### config.mk
export PLATFORM = sky130hd
export DESIGN_NAME = uart_rx_path_cfg
export DESIGN_NICKNAME = d
export VERILOG_FILES = /design/src/rtl/uart_rx_path_cfg.sv
export SDC_FILE = /design/constraint.sdc
export NUM_CORES = 1
export LEC_CHECK = 0
export CAP_MARGIN = 20
export CORE_ASPECT_RATIO = 0.7
export CORE_MARGIN = 1
export CORE_UTILIZATION = 40
export DETAILED_ROUTE_END_ITERATION = 10
export GPL_ROUTABILITY_DRIVEN = 0
export SLEW_MARGIN = 10
export SYNTH_ARGS = -nofsm -noshare
export SYNTH_HDL_FRONTEND = slang
export SYNTH_SLANG_ARGS = --single-unit
### constraint.sdc
create_clock -name uart_clk -period 2.72 [get_ports uart_clk]
set_input_delay 0.408 -clock uart_clk [delete_from_list [all_inputs] [get_ports uart_clk]]
set_output_delay 0.408 -clock uart_clk [all_outputs]
set_load 0.01 [all_outputs]
### src/rtl/uart_rx_path_cfg.sv
// uart_rx_path_cfg: configurable UART receive path with RX FIFO.
//   Oversampled (16x via sample_tick) receiver for 5..8 data bits, optional
//   even/odd parity and one or two stop bits, feeding a first-word-fall-through
//   FIFO that stores {ferr, perr, data} per frame.
// Ports:
//   uart_clk, rst_n          sole clock, async active-low reset
//   sample_tick              16x oversample enable (one uart_clk wide)
//   rx_serial                async serial line, idles high
//   cfg_data_bits/parity/stop2  frame format, latched at start-bit detection
//   cfg_thresh               FIFO level threshold for thresh_irq (0 = off)
//   rd_en, rd_data/perr/ferr FIFO head (FWFT) and pop strobe
//   rx_empty/full/level      FIFO status; rx_active = receiver not idle
//   frame/parity/overrun_error  sticky errors, cleared by err_clr[0/1/2]
//   thresh_irq, timeout_irq  level-sensitive interrupts
//   o_dbg_state              current receiver FSM state
// Handshake: the receiver offers one push per completed frame; it is accepted
// when the FIFO is not full or rd_en pops in the same cycle, otherwise the
// byte is dropped. rd_en pops the head only when the FIFO is non-empty.
module uart_rx_path_cfg #(
    parameter int FIFO_DEPTH   = 16,
    parameter int SYNC_STAGES  = 2,
    parameter int TIMEOUT_BITS = 40
) (
    input  logic                          uart_clk,
    input  logic                          rst_n,
    input  logic                          sample_tick,
    input  logic                          rx_serial,
    input  logic [1:0]                    cfg_data_bits,
    input  logic                          cfg_parity_en,
    input  logic                          cfg_parity_odd,
    input  logic                          cfg_stop2,
    input  logic [$clog2(FIFO_DEPTH):0]   cfg_thresh,
    input  logic                          rd_en,
    output logic [7:0]                    rd_data,
    output logic                          rd_perr,
    output logic                          rd_ferr,
    output logic                          rx_empty,
    output logic                          rx_full,
    output logic [$clog2(FIFO_DEPTH):0]   rx_level,
    output logic                          rx_active,
    output logic                          frame_error,
    output logic                          parity_error,
    output logic                          overrun_error,
    input  logic [2:0]                    err_clr,
    output logic                          thresh_irq,
    output logic                          timeout_irq,
    output logic [2:0]                    o_dbg_state
);
    localparam int AW     = $clog2(FIFO_DEPTH);
    localparam int LW     = AW + 1;
    localparam int TO_MAX = TIMEOUT_BITS * 16;
    localparam int TW     = $clog2(TO_MAX + 1);

    localparam logic [2:0] S_IDLE   = 3'd0;
    localparam logic [2:0] S_START  = 3'd1;
    localparam logic [2:0] S_DATA   = 3'd2;
    localparam logic [2:0] S_PARITY = 3'd3;
    localparam logic [2:0] S_STOP   = 3'd4;

    // Input synchronizer, reset to idle-high so reset never looks like a start bit
    logic [SYNC_STAGES-1:0] r_sync;
    logic                   w_rx;

    always_ff @(posedge uart_clk or negedge rst_n) begin
        if (!rst_n) r_sync <= '1;
        else        r_sync <= {r_sync[SYNC_STAGES-2:0], rx_serial};
    end
    assign w_rx = r_sync[SYNC_STAGES-1];

    // Receiver FSM
    logic [2:0] r_state;
    logic       r_armed;
    logic [3:0] r_tick_cnt;
    logic [2:0] r_bit_cnt;
    logic       r_stop_cnt;
    logic [7:0] r_shift;
    logic       r_perr, r_ferr, r_push;
    logic [1:0] r_cfg_bits;
    logic       r_cfg_par_en, r_cfg_odd, r_cfg_stop2;
    logic       w_mid;
    logic [2:0] w_last_bit;
    logic       w_ferr_now;

    // Tick counter wraps 15->0, so every 16th tick after entering a bit lands mid-bit
    assign w_mid      = (r_tick_cnt == 4'hF);
    assign w_last_bit = {1'b0, r_cfg_bits} + 3'd4;
    assign w_ferr_now = r_ferr | ~w_rx;

    always_ff @(posedge uart_clk or negedge rst_n) begin
        if (!rst_n) begin
            r_state      <= S_IDLE;
            r_armed      <= 1'b1;
            r_tick_cnt   <= 4'd0;
            r_bit_cnt    <= 3'd0;
            r_stop_cnt   <= 1'b0;
            r_shift      <= 8'd0;
            r_perr       <= 1'b0;
            r_ferr       <= 1'b0;
            r_push       <= 1'b0;
            r_cfg_bits   <= 2'd0;
            r_cfg_par_en <= 1'b0;
            r_cfg_odd    <= 1'b0;
            r_cfg_stop2  <= 1'b0;
        end else begin
            r_push <= 1'b0;
            if (sample_tick) begin
                case (r_state)
                    S_IDLE: begin
                        if (w_rx) begin
                            r_armed <= 1'b1;
                        end else if (r_armed) begin
                            r_state      <= S_START;
                            r_tick_cnt   <= 4'd0;
                            r_bit_cnt    <= 3'd0;
                            r_stop_cnt   <= 1'b0;
                            r_shift      <= 8'd0;
                            r_perr       <= 1'b0;
                            r_ferr       <= 1'b0;
                            r_cfg_bits   <= cfg_data_bits;
                            r_cfg_par_en <= cfg_parity_en;
                            r_cfg_odd    <= cfg_parity_odd;
                            r_cfg_stop2  <= cfg_stop2;
                        end
                    end
                    S_START: begin
                        // Detection tick was tick 0; re-check the line at tick 8
                        if (r_tick_cnt == 4'd7) begin
                            r_tick_cnt <= 4'd0;
                            r_state    <= w_rx ? S_IDLE : S_DATA;
                        end else begin
                            r_tick_cnt <= r_tick_cnt + 4'd1;
                        end
                    end
                    S_DATA: begin
                        r_tick_cnt <= r_tick_cnt + 4'd1;
                        if (w_mid) begin
                            r_shift[r_bit_cnt] <= w_rx;
                            r_bit_cnt          <= r_bit_cnt + 3'd1;
                            if (r_bit_cnt == w_last_bit)
                                r_state <= r_cfg_par_en ? S_PARITY : S_STOP;
                        end
                    end
                    S_PARITY: begin
                        r_tick_cnt <= r_tick_cnt + 4'd1;
                        if (w_mid) begin
                            // Unused upper data bits are 0 so they do not affect the XOR
                            r_perr  <= ((^r_shift) ^ w_rx) != r_cfg_odd;
                            r_state <= S_STOP;
                        end
                    end
                    S_STOP: begin
                        r_tick_cnt <= r_tick_cnt + 4'd1;
                        if (w_mid) begin
                            r_ferr <= w_ferr_now;
                            if (r_cfg_stop2 && !r_stop_cnt) begin
                                r_stop_cnt <= 1'b1;
                            end else begin
                                r_state <= S_IDLE;
                                r_push  <= 1'b1;
                                // A held-low line after a bad stop must not start a new frame
                                r_armed <= ~w_ferr_now;
                            end
                        end
                    end
                    default: r_state <= S_IDLE;
                endcase
            end
        end
    end

    assign rx_active   = (r_state != S_IDLE);
    assign o_dbg_state = r_state;

    // RX FIFO
    logic [9:0]    r_mem [FIFO_DEPTH];
    logic [AW-1:0] r_wr_ptr, r_rd_ptr;
    logic [LW-1:0] r_level;
    logic          w_rd, w_push_ok;
    logic [9:0]    w_head;

    assign rx_empty  = (r_level == LW'(0));
    assign rx_full   = (r_level == LW'(FIFO_DEPTH));
    assign rx_level  = r_level;
    assign w_rd      = rd_en && !rx_empty;
    assign w_push_ok = r_push && (!rx_full || rd_en);

    always_ff @(posedge uart_clk) begin
        if (w_push_ok) r_mem[r_wr_ptr] <= {r_ferr, r_perr, r_shift};
    end

    always_ff @(posedge uart_clk or negedge rst_n) begin
        if (!rst_n) begin
            r_wr_ptr <= '0;
            r_rd_ptr <= '0;
            r_level  <= '0;
        end else begin
            if (w_push_ok) r_wr_ptr <= r_wr_ptr + AW'(1);
            if (w_rd)      r_rd_ptr <= r_rd_ptr + AW'(1);
            case ({w_push_ok, w_rd})
                2'b10:   r_level <= r_level + LW'(1);
                2'b01:   r_level <= r_level - LW'(1);
                default: r_level <= r_level;
            endcase
        end
    end

    assign w_head  = r_mem[r_rd_ptr];
    assign rd_data = w_head[7:0];
    assign rd_perr = w_head[8];
    assign rd_ferr = w_head[9];

    // Sticky errors: a set in the same cycle as its clear wins
    always_ff @(posedge uart_clk or negedge rst_n) begin
        if (!rst_n) begin
            frame_error   <= 1'b0;
            parity_error  <= 1'b0;
            overrun_error <= 1'b0;
        end else begin
            if (r_push && r_ferr)          frame_error   <= 1'b1;
            else if (err_clr[0])           frame_error   <= 1'b0;
            if (r_push && r_perr)          parity_error  <= 1'b1;
            else if (err_clr[1])           parity_error  <= 1'b0;
            if (r_push && !w_push_ok)      overrun_error <= 1'b1;
            else if (err_clr[2])           overrun_error <= 1'b0;
        end
    end

    assign thresh_irq = (cfg_thresh != '0) && (r_level >= cfg_thresh);

    // Idle timeout: counts ticks while data waits in the FIFO and the line is quiet
    logic [TW-1:0] r_to_cnt;

    always_ff @(posedge uart_clk or negedge rst_n) begin
        if (!rst_n) begin
            r_to_cnt <= '0;
        end else if (r_push || w_rd || rx_active || rx_empty) begin
            r_to_cnt <= '0;
        end else if (sample_tick && (r_to_cnt != TW'(TO_MAX))) begin
            r_to_cnt <= r_to_cnt + TW'(1);
        end
    end

    assign timeout_irq = (r_to_cnt == TW'(TO_MAX));

endmodule

# Yosys cells after proc, flatten, opt, wreduce, memory -nomap -nowiden
# Memory sizes are Yosys's and may differ from the RTL's.
# Cells that the tools add are included.
dict set report totals {
  elab_cells 154
  output_inout_bits 26
  inputBits 18
  register_bits 56
  ram_bits 160
  memories 1
}
# memory words word_bits read_ports rd_clocked_by_memory_dff wr line
set mem_list {}
lappend mem_list {r_mem 16 10 1 0 1 175} ;# logic [9:0] r_mem [FIFO_DEPTH];
dict set report op_classes {
  n_bitwise 4
  eq_ne 23
  reduce_logical 40
  muxes 54
  addsub 8
  order_cmp 3
}
# op n
set op_table {}
lappend op_table {{3-bit two-way mux} 12}
lappend op_table {{8-bit two-way mux} 3}
lappend op_table {{1-bit two-way mux} 22}
lappend op_table {{10-bit two-way mux} 2}
lappend op_table {{2-bit inequality test (second input constant)} 10}
lappend op_table {{5-bit AND reduction} 4}
lappend op_table {{8-bit case mux with 2 select lines} 1}
lappend op_table {{2-bit nonzero test} 8}
lappend op_table {{3-bit case mux with 5 select lines} 1}
lappend op_table {{4-bit by 1-bit adder with 4-bit output (second input constant)} 3}
lappend op_table {{4-bit two-way mux} 3}
lappend op_table {{4-bit case mux with 3 select lines} 1}
lappend op_table {{10-bit by 1-bit adder with 10-bit output (second input constant)} 1}
lappend op_table {{10-bit equality test (second input constant)} 1}
lappend op_table {{10-bit inequality test (second input constant)} 1}
lappend op_table {{5-bit case mux with 2 select lines} 1}
lappend op_table {{1-bit logical AND} 9}
lappend op_table {{9-bit AND reduction} 1}
lappend op_table {{8-bit bitwise mux} 1}
lappend op_table {{1-bit case mux with 2 select lines} 4}
lappend op_table {{4-bit AND reduction} 2}
lappend op_table {{8-bit XOR reduction} 1}
lappend op_table {{3-bit by 2-bit equality test with 1-bit output (second input constant)} 2}
lappend op_table {{3-bit case mux with 2 select lines} 1}
lappend op_table {{29 further kinds} 37}

# Logic depth before layout (Yosys ltp)
# Gate-level depths: netlist of run 1.
dict set report depth {
  ltp_word 7
  ltp_mapped 13
  ltp_nobuf 12
}

# Least setup slack after synthesis of run 1
# Ideal clock, no wire load.
dict set report synth_timing {
  path_type {register to register}
  start {reg r_level[1], in the netlist rx_level[1]}
  end {reg r_level[4], in the netlist rx_level[4]}
  arrival_time_ns 2.509
  slack_ns 0.082
  path_buffers 2
  synth_period_minus_slack_ns 2.638
  setup_ns 0.129
  path_stages_with_launch 14
  t_required_ns 2.591
  path_cell_list {dfrtp_1 clkbuf_2 nor4_1 and2b_1 nor2b_1 clkbuf_1 ha_1 xor2_1 ha_1 nand3b_1 o21ai_0 a222oi_1 nor2_1 xor2_1}
}
dict set report synth_via {
  elab_cells_between_ends 13
  classes_between {add/sub: 2; eq/ne: 3; mux: 1; reduce/logical: 7}
}
# element line
set synth_lines {}
lappend synth_lines {{start: declaration} 177} ;# logic [LW-1:0] r_level;
lappend synth_lines {{start signal: assignment} 200} ;# 2'b10: r_level <= r_level + LW'(1);
lappend synth_lines {{start signal: assignment} 201} ;# 2'b01: r_level <= r_level - LW'(1);
lappend synth_lines {{start signal: assignment} 202} ;# default: r_level <= r_level;
lappend synth_lines {{5-bit logical NOT (*)} 181} ;# assign rx_empty = (r_level == LW'(0));
lappend synth_lines {{net rx_empty} 37} ;# output logic rx_empty,
lappend synth_lines {{1-bit logical NOT (*)} 184} ;# assign w_rd = rd_en && !rx_empty;
lappend synth_lines {{1-bit logical AND (*)} 184}
lappend synth_lines {{net w_rd} 178} ;# logic w_rd, w_push_ok;
lappend synth_lines {{2-bit by 1-bit equality test with 1-bit output or 2-bit equality test (tied branches)} 199} ;# case ({w_push_ok, w_rd})
lappend synth_lines {{5-bit case mux with 2 select lines or 2-bit nonzero test (tied branches)} -}
# Mark *: on every way through the listed nets, which the timed path passes. The rest lies on a longest branch.
# A chain may end at the register's enable or synchronous reset.

# Worst setup path in the final report of run 1
dict set report layout_timing {
  start {reg r_rd_ptr[0]}
  end {out rd_data[2]}
}
dict set report layout_via {
  elab_chain_cells 1
}
# element line
set layout_lines {}
lappend layout_lines {{start: declaration} 176} ;# logic [AW-1:0] r_wr_ptr, r_rd_ptr;
lappend layout_lines {{start signal: assignment} 198} ;# if (w_rd) r_rd_ptr <= r_rd_ptr + AW'(1);
lappend layout_lines {{memory read 16 x 10 bit} -}
lappend layout_lines {{end: declaration} 34} ;# output logic [7:0] rd_data,
# Every way passes these cells.

==> flow_metrics.py, run 1 <==
metrics = {
    "routing": {
        "drt-total-wl_mm": 20.0,
        "vias_per_cell": 5.23,
        "drc": 0,
        "antenna_left": 0,
        "num_vias": 5117,
        "first_pass_iters": 5,
        "routedWlPerCell_um": 20.5,
        "drtIter0Drc": 392,
    },
    "setup_path": {
        "cp_data_required_time_ns": 2.31,
        "start_kind": "flop",
        "crit_family": "multiplexers",
        "crit_path_max_fanout": 5,
        "crit_type": "reg -> out",
        "path_buf_inv": 3,
        "cpPeakStageDelay_ns": 0.53,
        "arrival_ns": 2.37,
        "crit_path_top_delay_cell": "mux4_2",
        "cp-end-kind": "primary output",
        "path_cells": "buf_6 -> buf_8 -> mux4_2 -> mux4_2 -> buf_6",
    },
    "clocking": {
        "cts.sinks": 216,
        "htree_num_levels": 1,
        "cts-root-buf": "clkbuf_16",
        "clk_latency_ns": 0.50,
        "numCtsBuffers": 22,
        "cts_max_path_buffers": 3,
        "clk_pin_slew_ns": 0.06,
        "cts_tree": "built",
    },
    "grt": {
        "met1_usage_pct": 25.5,
        "grt_pass1_wl_mm": 31.0,
        "use_met2_pct": 27.7,
        "first_global_vias": 5278,
        "top_usage_layer": "met2",
        "grt_use_met3_pct": 3.12,
        "grt_remaining_overflow": 0,
        "antenna_found_initial": 0,
        "grt_use_total_pct": 17.6,
        "grt_max_degree": 44,
    },
    "placed_design": {
        "dpl.hpwl_mm": 13.1,
        "dp.cells": 927,
        "dp_slack_ns": 0.0388,
        "io_buffer_count": 43,
    },
    "yosys": {
        "synth_top_flop_cell": "edfxtp_1",
        "synthTopCellsByArea": "edfxtp_1 52%, dfrtp_1 14%, mux4_2 12%",
        "synth_edf_count": 160,
        "syn_inst": 555,
        "synth_nets": 590,
        "seq_area_frac_synth_pct": 67.3,
        "yosysMostFrequentCell": "edfxtp_1",
        "synth_common_cells": "160 x edfxtp_1, 53 x dfrtp_1, 50 x mux4_2, 26 x nand2_1, 25 x nor2_1",
        "avgSynthCellArea_um2": 16.6,
        "ys_warn_count": 0,
        "yosysTopAreaCellShare_pct": 52.0,
        "ys_types": 53,
        "synth_top_area_cell": "edfxtp_1",
        "async_flop_share_pct": 25.9,
        "synth_area_mm2": 0.00923,
        "synth-seq-cells": 216,
    },
    "floorplanning": {
        "design.die.area_mm2": 0.0237,
        "io-pin-count": 44,
        "start_util_pct": 40.8,
        "die_w_um": 184,
        "rows": 46,
        "die_h_um": 129,
        "core_mm2": 0.0226,
    },
    "timing": {
        "final_hold_viol_count": 0,
        "fin_ws_ns": -0.0556,
        "period_share_pct": 102,
        "final_max_slew_viol_count": 0,
        "layout_min_cycle_time_ns": 2.78,
        "clock.fmax_mhz": 360,
        "worstMarginPinSlew_ns": 0.765,
        "fin_skew_ns": 0.00794,
        "setup_viol": 9,
        "slew_headroom_pct": 49.0,
        "rsz0062_at_grt": "yes",
    },
    "pwr": {
        "irDropWorstVdd_uv": 398,
        "power.density_mw_per_mm2": 881,
        "p_leak_nw": 4.06,
    },
    "layout": {
        "multi_input_area_mm2": 0.00283,
        "final_util_pct": 49.4,
        "fill_cells": 1825,
        "nets": 685,
        "antenna_cells": 0,
        "drive_above_1_share_pct": 24.9,
        "syn_to_final_growth_pct": 21.1,
        "seqCellArea_mm2": 0.00621,
        "final_cells": 978,
    },
    "outcome": {
        "status": "complete, but fails checks",
        "violations": "setup timing",
    },
    "min_path": {
        "worst_hold_path_type": "in -> reg",
    },
    "flow_run": {
        "drv_cap": 0,
    },
}
==> final timing paths <==
check,from,to,slack (ns),cells past startpoint
max,r_rd_ptr[0],rd_data[2],-0.06,5
min,rx_serial,r_sync[0],0.32,1
max reg2reg,rx_level[1],rx_level[4],0.19,11
min reg2reg,r_sync[0],r_sync[1],0.36,0
max in group asynchronous,rst_n,r_rd_ptr[0],1.60,3
min in group asynchronous,rst_n,r_cfg_odd,0.43,2
==> flip-flops by register name, indices dropped and copies added (netlist names), 3 cells and up <==
signal       cells
o_dbg_state      3
r_bit_cnt        3
r_mem          160
r_rd_ptr         4
r_shift          8
r_tick_cnt       4
r_to_cnt        10
r_wr_ptr         4
rx_level         5
==> power breakdown <==
part	internal (mW)	switching, mW
Clock	1.61	1.21
Combinational	1.64	1.34
Sequential	3.73	0.303
Total	6.99	2.86
==> cells by family (layout without fill, tap and decap cells) <==
logic type | after synthesis | after routing | share of synthesized area (%)
muxes | 67 | 67 | 14.2
buffers and inverters | 46 | 157 | 2.24
AOI/OAI and AO/OA | 44 | 44 | 3.20
xor gates and xnor gates | 34 | 34 | 3.23
adders and majority gates | 17 | 17 | 2.30
and+or+nand+nor | 131 | 131 | 7.62
DFF | 216 | 216 | 67.3
==> stage by stage <==
step / hold WS [ns] / power [mW] / cell area (um2) / setup TNS (ns)
CTS: 0.299 / 9.99 / 11200 / -0.722
global route: 0.323 / 10.3 / 11200 / -0.896
floorplan: 0.112 / 5.84 / 9230 / 0
global placement: 0.347 / 6.80 / 10300 / 0
detailed placement: 0.352 / 6.86 / 10300 / 0
finish: 0.317 / 9.85 / 11200 / -0.238
==> timing repair <==
| item | 4_1_cts | 5_1_grt |
|---|---|---|
| endpoints found under the setup margin | 11 | 13 |
| hold endpoints to repair | 19 | 0 |
| gates resized for setup | 59 | 8 |
| pin swaps | 0 | 0 |
| gates cloned | 2 | 0 |
| buffers inserted | 9 | 1 |
| hold buffers | 1 | 0 |
==> worst register-to-register path: stages, from the launching register on <==
cell      delay (ns)
dfrtp_1         0.41
nor4_4          0.34
nand2_1         0.14
o21a_1          0.22
inv_2           0.12
ha_1            0.20
xor2_1          0.16
ha_1            0.22
nor2_1          0.06
a222oi_1        0.29
nor2_1          0.10
xor2_1          0.15
==> layout by cell type, fill, tap and decap left out, types with 3 or more instances in the layout <==
| cell type | synthesis | final |
|---|---|---|
| edfxtp_1 | 160 | 160 |
| dfrtp_1 | 53 | 52 |
| mux4_2 | 50 | 50 |
| buf_4 | 4 | 36 |
| clkdlybuf4s50_1 | 0 | 31 |
| nand2_1 | 26 | 26 |
| nor2_1 | 25 | 25 |
| clkbuf_16 | 0 | 23 |
| xnor2_1 | 21 | 21 |
| inv_1 | 20 | 19 |
| and2_1 | 18 | 18 |
| ha_1 | 17 | 17 |
| o21ai_0 | 17 | 16 |
| buf_6 | 1 | 16 |
| nand3_1 | 15 | 15 |
| xor2_1 | 13 | 13 |
| mux2_2 | 9 | 9 |
| buf_12 | 0 | 9 |
| nand4_1 | 8 | 8 |
| mux2i_1 | 8 | 8 |
| a21oi_1 | 7 | 7 |
| nor2b_1 | 5 | 5 |
| and3_1 | 5 | 5 |
| nand3b_1 | 5 | 5 |
| clkbuf_1 | 11 | 5 |
| nor3_1 | 4 | 4 |
| clkinv_2 | 0 | 4 |
| nand2b_1 | 3 | 3 |
| o31ai_1 | 3 | 3 |
| nor3b_1 | 3 | 3 |
| clkinvlp_4 | 0 | 3 |
| dfstp_2 | 3 | 3 |
==> layer usage <==
metal	wire [um]	vias to the layer above
met5	0	-
met3	996	28
met2	9210	127
met1	9430	2629
li1	-	2333
met4	397	0
==> layout make-up <==
cell class | count | area share, %
Inverter | 20 | 0.672
Sequential cell | 216 | 55.6
Multi-Input combinational cell | 293 | 25.3
Timing Repair Buffer | 97 | 8.81
Clock buffer | 30 | 5.56
Clock inverter | 10 | 0.571
Tap cell | 312 | 3.49
Note: power is estimated with default switching activity, not from simulation.
==> run 2: changes to the inputs <==
--- a/config.mk
+++ b/config.mk
@@ -11,6 +11,7 @@
 export CORE_UTILIZATION = 40
 export DETAILED_ROUTE_END_ITERATION = 10
 export GPL_ROUTABILITY_DRIVEN = 0
+export HOLD_SLACK_MARGIN = 0.02
 export SLEW_MARGIN = 10
 export SYNTH_ARGS = -nofsm -noshare
 export SYNTH_HDL_FRONTEND = slang
==> results of run 2 <==
No change in the layout: final DEF, timing and power equal those of run 1.
